## src/rtl/debounce_pkg.sv

```systemverilog
// Shared definitions for the switch debouncer: FSM state encoding and
// the default debounce timer width.
package debounce_pkg;

  // Default timer width; the settling window is 2^N-1 clock cycles.
  localparam int DEFAULT_N = 20;

  // Debouncer states: two stable levels and one settling window toward each.
  typedef enum logic [1:0] {
    ZERO  = 2'd0,
    WAIT1 = 2'd1,
    ONE   = 2'd2,
    WAIT0 = 2'd3
  } state_t;

endpackage

```

## src/rtl/sync_2ff.sv

```systemverilog
// Two-flop synchronizer bringing an asynchronous 1-bit level into the clk
// domain. Both flops clear to 0 on the synchronous reset.
module sync_2ff (
  input  logic clk,
  input  logic reset,
  input  logic d,
  output logic q
);

  logic meta;

  // Shift the raw level through two flops to settle metastability.
  always_ff @(posedge clk) begin
    if (reset) begin
      meta <= 1'b0;
      q    <= 1'b0;
    end else begin
      meta <= d;
      q    <= meta;
    end
  end

endmodule

```

## src/rtl/debounce_tick.sv

```systemverilog
// Switch debouncer: a synchronized input must hold a new level for a full
// 2^N-1 cycle window before the debounced level follows it. A one-cycle
// db_tick marks every debounced rising transition.
module debounce_tick
  import debounce_pkg::*;
#(
  parameter int N = DEFAULT_N
) (
  input  logic clk,
  input  logic reset,
  input  logic sw,
  output logic db_level,
  output logic db_tick
);

  localparam logic [N-1:0] TIMER_MAX  = {N{1'b1}};
  localparam logic [N-1:0] TIMER_ZERO = {N{1'b0}};
  localparam logic [N-1:0] TIMER_ONE  = {{(N-1){1'b0}}, 1'b1};

  logic          sw_s;
  state_t        state;
  state_t        state_next;
  logic [N-1:0]  timer;
  logic [N-1:0]  timer_next;
  logic          tick_next;
  logic          level_next;

  sync_2ff u_sync (
    .clk   (clk),
    .reset (reset),
    .d     (sw),
    .q     (sw_s)
  );

  // Next-state, window timer and rising-edge tick decode.
  always_comb begin
    state_next = state;
    timer_next = timer;
    tick_next  = 1'b0;
    case (state)
      ZERO: begin
        if (sw_s) begin
          state_next = WAIT1;
          timer_next = TIMER_MAX;
        end else begin
          state_next = ZERO;
        end
      end
      WAIT1: begin
        if (!sw_s) begin
          // Reversal aborts the window; the next attempt reloads it fully.
          state_next = ZERO;
          timer_next = TIMER_ZERO;
        end else if (timer == TIMER_ZERO) begin
          state_next = ONE;
          tick_next  = 1'b1;
        end else begin
          timer_next = timer - TIMER_ONE;
        end
      end
      ONE: begin
        if (!sw_s) begin
          state_next = WAIT0;
          timer_next = TIMER_MAX;
        end else begin
          state_next = ONE;
        end
      end
      WAIT0: begin
        if (sw_s) begin
          // Glitch low while high: return to ONE silently, no tick.
          state_next = ONE;
          timer_next = TIMER_ZERO;
        end else if (timer == TIMER_ZERO) begin
          state_next = ZERO;
        end else begin
          timer_next = timer - TIMER_ONE;
        end
      end
      default: begin
        state_next = ZERO;
        timer_next = TIMER_ZERO;
      end
    endcase
  end

  // Debounced level is high in ONE and WAIT0 (the window toward zero).
  always_comb begin
    level_next = (state_next == ONE) || (state_next == WAIT0);
  end

  // State, timer and registered outputs; reset overrides every transition.
  always_ff @(posedge clk) begin
    if (reset) begin
      state    <= ZERO;
      timer    <= TIMER_ZERO;
      db_tick  <= 1'b0;
      db_level <= 1'b0;
    end else begin
      state    <= state_next;
      timer    <= timer_next;
      db_tick  <= tick_next;
      db_level <= level_next;
    end
  end

endmodule
```

## config.mk

```make
export PLATFORM = sky130hd
export DESIGN_NAME = debounce_tick
export DESIGN_NICKNAME = d
export VERILOG_FILES = /design/src/rtl/debounce_pkg.sv /design/src/rtl/sync_2ff.sv /design/src/rtl/debounce_tick.sv
export SDC_FILE = /design/constraint.sdc
export NUM_CORES = 1
export LEC_CHECK = 0
export ABC_AREA = 1
export CAP_MARGIN = 40
export CORE_MARGIN = 2
export CORE_UTILIZATION = 60
export DETAILED_ROUTE_END_ITERATION = 12
export PLACE_DENSITY = 0.84
export SYNTH_ARGS = -nofsm -noshare
export SYNTH_HDL_FRONTEND = slang
export SYNTH_SLANG_ARGS = --single-unit
```

## constraint.sdc

```tcl
create_clock -name clk -period 1.7 [get_ports clk]
set_input_delay 0.34 -clock clk [delete_from_list [all_inputs] [get_ports clk]]
set_output_delay 0.34 -clock clk [all_outputs]
set_load 0.01 [all_outputs]
```

==> run_results.csv, run 1 <==
group,metric,value,unit
status,status,"completed",
synth,synth_compound_area_share,8.93,%
critical_path,cp_max_fo,8,
route,final_antenna_net_count,0,
sta,slew_headroom,79.6,%
synth,synth_nets,261,
power_and_ir_drop,p_sw_share,32.6,%
critical_path,required,1940,ps
power_and_ir_drop,powerDensity,898,mW/mm2
sta,period_minus_slack,1600,ps
power_and_ir_drop,p_switching,524,uW
synth,synth_seq_cells,26,
critical_path,setup.worst_path.start_class,"register",
flow_run,maxCapViolCount,0,
grt,antenna_found_initial,0,
clock_network,ctsHtreeMaxLevel,1,
synth,synthCells,257,
layout,fillers,207,
critical_path,r2r_slack,100,ps
grt,grt_pass1_wl,5.12,mm
synth,synth-xor-area-share,1.67,%
layout,antenna_cells,0,
critical_path,worstSetupEndpointType,"register",
min_path,min_path_cells,2,
placement,portBuffers,4,
layout,multi_input_area,886,um2
placement,dp_slack,80.7,ps
die,fp.dieH,55.1,um
die,dieArea,0.00304,mm2
synth,seq_area_frac_synth,33.2,%
die,io_pins,5,
layout,nets,275,
synth,synth_fa_ha_area_share,0.797,%
layout,final_area,0.00179,mm2
route,drt_iter0_markers,68,
synth,synth_cell_type_count,24,
sta,setup_violations,0,
synth,muxShareOfSynthArea,0,%
clock_network,cts_tree,"built",
synth,syn_area,0.00157,mm2
critical_path,crit_path_start,"timer[0]$_SDFFE_PP0P_",
die,initial_utilization,63.3,%
layout,drive_above_1_share,13.0,%
placement,placed_area,0.00168,mm2
route,drcViolationCount,0,
placement,dp_hpwl,2.24,mm
clock_network,clock-sinks,26,
power_and_ir_drop,p_leak,0.000836,uW
placement,place.gp.congestion,0.851,
synth,yosysWarnings,0,
power_and_ir_drop,vdd_drop_max,0.609,mV
synth,avgSynthCellArea,6.11,um2
clock_network,path_clk_slew,160,ps
clock_network,cts_hold_buffers,0,
route,firstDrtPassIters,5,
sta,fin_skew,12.4,ps
critical_path,critical_path_arrival,1840,ps
layout,stdcell_count,300,
clock_network,cts_buffers,3,
grt,grt_pass1_vias,1243,
die,die_width,55.1,um
power_and_ir_drop,internal_power,1080,uW
route,wl,3.37,mm
synth,synthSimpleGateAreaFrac,44.9,%
sta,worst_slack,102,ps
placement,dp.cells,291,
clock_network,insertion_delay,330,ps
grt,gr-usage-all-layers,23.0,%
clock_network,cts_root_buf,"clkbuf_4",
critical_path,worstReg2RegStart,"timer[0]$_SDFFE_PP0P_",
min_path,hold_start,"u_sync.meta$_SDFF_PP0_",
sta,slew_violations,0,
sta,fmax,626,MHz
route,dr_total_vias,1567,
sta,timing.final.crit_share,94.0,%
critical_path,crit_type,"register to register",
min_path,min_path_type,"register to register",
route,wl_per_cell,11.2,um
critical_path,reg2reg_to,"timer[10]$_SDFFE_PP0P_",
sta,worst_slew_pin_slew,306,ps
layout,seq_area,520,um2
grt,grt_max_degree,26,
min_path,min_to,"u_sync.q$_SDFF_PP0_",
critical_path,worst_r2r_path_depth,10,
clock_network,cts_max_path_buffers,2,
synth,synth_top_family_by_area,"simple AND/OR/NAND/NOR gates",
power_and_ir_drop,pwr-share-seq,42.3,%
die,rows,18,
die,core,0.00248,mm2
power_and_ir_drop,clkPwrFrac,27.3,%
sta,final_hold_viol_count,0,
grt,grt_overflow,0,
power_and_ir_drop,combPwrFrac,30.4,%
route,avgViaCountPerCell,5.22,
layout,area_growth_syn_to_layout,13.9,%
==> Yosys cell counts <==
master / instances / share of area [%]
nand2_1: 77 / 18
nor2_1: 40 / 9.6
inv_1: 30 / 7.2
dfxtp_1: 26 / 33
a21oi_1: 22 / 7.0
nand3_1: 22 / 7.0
nand2_2: 9 / 3.6
o21ai_0: 6 / 1.9
clkbuf_1: 5 / 1.2
buf_2: 3 / 0.96
nor2_4: 3 / 2.2
xnor2_1: 2 / 1.1
and2_1: 1 / 0.40
buf_4: 1 / 0.48
buf_6: 1 / 0.72
ha_1: 1 / 0.80
nand3_2: 1 / 0.64
nand3_4: 1 / 1.1
nand3b_1: 1 / 0.48
nand4_1: 1 / 0.40
nor2_2: 1 / 0.40
nor3_1: 1 / 0.32
nor4_1: 1 / 0.40
xor2_1: 1 / 0.56
==> sequential cells by signal (all words and copies together), names as in the netlist <==
register     count
db_tick          1
state            2
timer           20
db_level         1
u_sync.meta      1
u_sync.q         1
==> power groups by stage <==
stage | combinational (uW) | clock, uW | sequential, uW
after floorplan | 352 | 0 | 683
after global routing | 545 | 461 | 684
after CTS | 441 | 447 | 678
after detailed placement | 435 | 0 | 691
after global placement | 433 | 0 | 690
final | 487 | 438 | 679
==> worst max-delay path: stages, from the launching register on <==
cell and delay [ps]:
dfxtp_1 360, inv_1 70, ha_1 160, nand2_1 90, nor2_4 150, nand3_4 160
buf_4 180, nand3_1 90, nand2_1 80, a21oi_1 130, nor2_1 50
==> cells by family (layout without fill, tap and decap cells) <==
group	count (synthesis)	after routing
AND/OR/NAND/NOR	159	159
adder cells (fa/ha/maj)	1	1
flip-flops	26	26
XOR/XNOR	3	3
buffers and inverters	40	53
AO/OA/AOI/OAI	28	28
==> per-layer routing <==
metal | GRT usage (%) | vias to the layer above | wire length [um]
met5 | 0 | - | 0
met4 | 7.72 | 0 | 38
met3 | 2.42 | 4 | 244
met2 | 39.5 | 71 | 1560
met1 | 30.1 | 673 | 1530
li1 | - | 819 | -
==> worst max path at each step <==
stage | endpoint | slack (ps) | cells after the start
after global routing | timer[10]$_SDFFE_PP0P_ | -30 | 9
final | timer[10]$_SDFFE_PP0P_ | 100 | 10
after detailed placement | db_tick$_SDFF_PP0_ | 80 | 8
after CTS | db_tick$_SDFF_PP0_ | 40 | 7
after global placement | db_tick$_SDFF_PP0_ | 140 | 8
after floorplan | timer[11]$_SDFFE_PP0P_ | 170 | 10
==> area by class of cell <==
class                      count  area share, %
timing repair buffer          19           9.94
tap                           30           2.10
sequential                    26           29.1
multi-input combinational    191           49.6
inverter                      30           6.30
clock inverter                 1           1.68
clock buffer                   3           1.26
==> per-stage QoR <==
step | setup TNS (ps) | utilization [%] | power [uW] | hold slack, ps
6_report | 0 | 72.1 | 1600 | 422
4_1_cts | 0 | 70.0 | 1570 | 422
5_1_grt | -45.4 | 72.1 | 1690 | 446
3_5_place_dp | 0 | 67.9 | 1130 | 400
3_3_place_gp | 0 | 67.9 | 1120 | 401
2_1_floorplan | 0 | - | 1030 | 388
==> layout by cell type, fill, tap and decap left out, drive strengths merged <==
| cell type | instances |
|---|---|
| buf | 15 |
| clkbuf | 3 |
| xor2 | 1 |
| nor4 | 1 |
| nand2 | 86 |
| nand4 | 1 |
| a21oi | 22 |
| nand3b | 1 |
| nand3 | 24 |
| inv | 30 |
| nor3 | 1 |
| xnor2 | 2 |
| o21ai | 6 |
| bufinv | 1 |
| clkdlybuf4s50 | 4 |
| ha | 1 |
| dfxtp | 26 |
| nor2 | 44 |
| and2 | 1 |
==> repair_timing <==
action | in CTS | in global routing
setup endpoints to repair | 0 | 8
setup buffers | 0 | 5
resized for setup | 0 | 1
Power figures use the tool's default switching activity.
==> run 2, diff against run 1 <==
--- a/config.mk
+++ b/config.mk
@@ -11,6 +11,7 @@
 export CORE_UTILIZATION = 60
 export DETAILED_ROUTE_END_ITERATION = 12
 export PLACE_DENSITY = 0.84
+export SETUP_SLACK_MARGIN = 0.2
 export SYNTH_ARGS = -nofsm -noshare
 export SYNTH_HDL_FRONTEND = slang
 export SYNTH_SLANG_ARGS = --single-unit
==> constraint.sdc (replaced) <==
create_clock -name clk -period 1.8 [get_ports clk]
set_input_delay 0.36 -clock clk [delete_from_list [all_inputs] [get_ports clk]]
set_output_delay 0.36 -clock clk [all_outputs]
set_load 0.01 [all_outputs]
==> run_results.csv, run 2 (same netlist as run 1, synthesis figures left out) <==
group,metric,value,unit
status,status,"completed",
clock_network,cts_buffers,3,
die,dieArea,0.00304,mm2
layout,antenna_cells,0,
placement,dp_hpwl,2.32,mm
placement,portBuffers,4,
layout,mostFrequentLayoutCells,"nand2_1, nor2_1, inv_1",
sta,worst_slew_pin_slew,369,ps
sta,fmax,629,MHz
placement,place.gp.congestion,0.823,
sta,final_hold_viol_count,0,
clock_network,cts_max_path_buffers,2,
clock_network,ctsHtreeMaxLevel,1,
power_and_ir_drop,power,1630,uW
layout,largest_register,"timer",
grt,grt_pass1_vias,1353,
critical_path,reg2reg_to,"timer[2]$_SDFFE_PP0P_",
critical_path,r2r_slack,210,ps
route,wl_per_cell,13.0,um
route,drcViolationCount,0,
layout,drive_above_1_share,23.3,%
route,dr_total_vias,1664,
clock_network,insertion_delay,350,ps
power_and_ir_drop,p_leak,0.000873,uW
grt,grt_max_degree,26,
clock_network,cts_tree,"built",
grt,grt_overflow,0,
critical_path,cp_max_fo,8,
sta,fin_skew,6.69,ps
sta,rsz0062_at_grt,"true",
placement,placed_area,0.00165,mm2
grt,gr-usage-all-layers,26.4,%
min_path,hold_start,"u_sync.meta$_SDFF_PP0_",
die,fp.dieH,55.1,um
layout,layout_commonest_cell,"nand2_1",
sta,slew_violations,0,
route,final_antenna_net_count,0,
layout,largest_reg_flops,20,
die,core,0.00248,mm2
power_and_ir_drop,powerDensity,858,mW/mm2
power_and_ir_drop,vdd_drop_max,0.608,mV
min_path,min_to,"u_sync.q$_SDFF_PP0_",
layout,nets,280,
route,drt_iter0_markers,112,
sta,finalHoldWorstSlack,430,ps
min_path,min_path_cells,2,
critical_path,worstReg2RegStart,"timer[2]$_SDFFE_PP0P_",
critical_path,crit_type,"register to register",
layout,finish.utilization,76.6,%
die,rows,18,
route,avgViaCountPerCell,5.46,
die,die_width,55.1,um
sta,finalSetupTns,0,ps
min_path,min_path_type,"register to register",
critical_path,required,2060,ps
route,wl,3.95,mm
critical_path,worstSetupEndpointType,"register",
critical_path,worst_r2r_path_depth,9,
layout,final_area,0.00190,mm2
critical_path,setup.worst_path.start_class,"register",
clock_network,cts_root_buf,"clkbuf_4",
sta,slew_headroom,75.4,%
sta,period_minus_slack,1590,ps
sta,timing.final.crit_share,88.3,%
grt,antenna_found_initial,0,
die,initial_utilization,63.3,%
route,firstDrtPassIters,4,
clock_network,cts_hold_buffers,0,
die,io_pins,5,
critical_path,critical_path_arrival,1850,ps
flow_run,maxCapViolCount,0,
grt,grt_pass1_wl,5.80,mm
layout,area_growth_syn_to_layout,21.0,%
sta,setup_violations,0,
layout,top_regs,"timer: 20 flops, state: 2 flops",
clock_network,path_clk_slew,160,ps
clock_network,clock-sinks,26,
==> run 2: cell types whose count changed in the layout (fill, tap and decap cells not counted), moves of 3 or more <==
cell and delta:
nor2_2 +3, dfxtp_2 +6, inv_1 -3, buf_6 +3
a21oi_2 +4, buf_4 +3, dfxtp_1 -7, nand2_1 -3
a21oi_1 -4, nor2_1 -4
==> run 2: per-layer routing <==
| layer | vias to the layer above | part of all wire, % | GRT usage, % |
|---|---|---|---|
| met4 | 0 | 1.2 | 6.91 |
| met3 | 6 | 7.8 | 4.03 |
| li1 | 835 | - | - |
| met5 | - | 0 | 0 |
| met1 | 750 | 43 | 35.7 |
| met2 | 73 | 48 | 43.8 |
==> run 2: final cells by class <==
type	count	area (um2)
clock buffers	3	22.5
clock inverters	1	30.0
fillers	182	579
inverters	30	115
multi-input cells	192	968
flip-flops and latches	26	532
well taps	30	37.5
repair buffers	23	193
==> run 2: where the power goes <==
| group | total (uW) | switching [uW] | internal, uW |
|---|---|---|---|
| sequential | 651 | 39.6 | 611 |
| clock | 426 | 200 | 226 |
| combinational | 553 | 324 | 228 |
==> run 2: how the worst max path moves through the flow <==
| stage | start | end | depth (start not counted) |
|---|---|---|---|
| after floorplan | timer[0]$_SDFFE_PP0P_ | timer[11]$_SDFFE_PP0P_ | 10 |
| final | timer[2]$_SDFFE_PP0P_ | timer[2]$_SDFFE_PP0P_ | 9 |
| after CTS | timer[0]$_SDFFE_PP0P_ | timer[12]$_SDFFE_PP0P_ | 9 |
| after detailed placement | timer[0]$_SDFFE_PP0P_ | db_tick$_SDFF_PP0_ | 8 |
| after global routing | timer[2]$_SDFFE_PP0P_ | timer[2]$_SDFFE_PP0P_ | 9 |
| after global placement | timer[0]$_SDFFE_PP0P_ | timer[18]$_SDFFE_PP0P_ | 9 |
==> run 2: worst max-delay path, cell delays in order, from the launching register on <==
cell and delay [ps]:
dfxtp_1 380, nor2_2 170, nand2_1 130, nor2_4 140
buf_6 130, nand3_4 140, nand2_2 120, nand2_1 60
a21oi_1 170, nor2_1 70
==> run 2: repair_timing <==
item | CTS | global route
pin swaps | 1 | 12
cloned | 1 | 0
setup buffers | 4 | 8
setup endpoints to repair | 21 | 22
gates resized for setup | 2 | 33
==> run 2: stage by stage <==
| step | worst slack, ps | instances |
|---|---|---|
| 2_1_floorplan | 274 | 257 |
| 3_3_place_gp | 202 | 288 |
| 3_5_place_dp | 89.5 | 288 |
| 4_1_cts | 209 | 297 |
| 5_1_grt | 131 | 305 |
| 6_report | 210 | 305 |
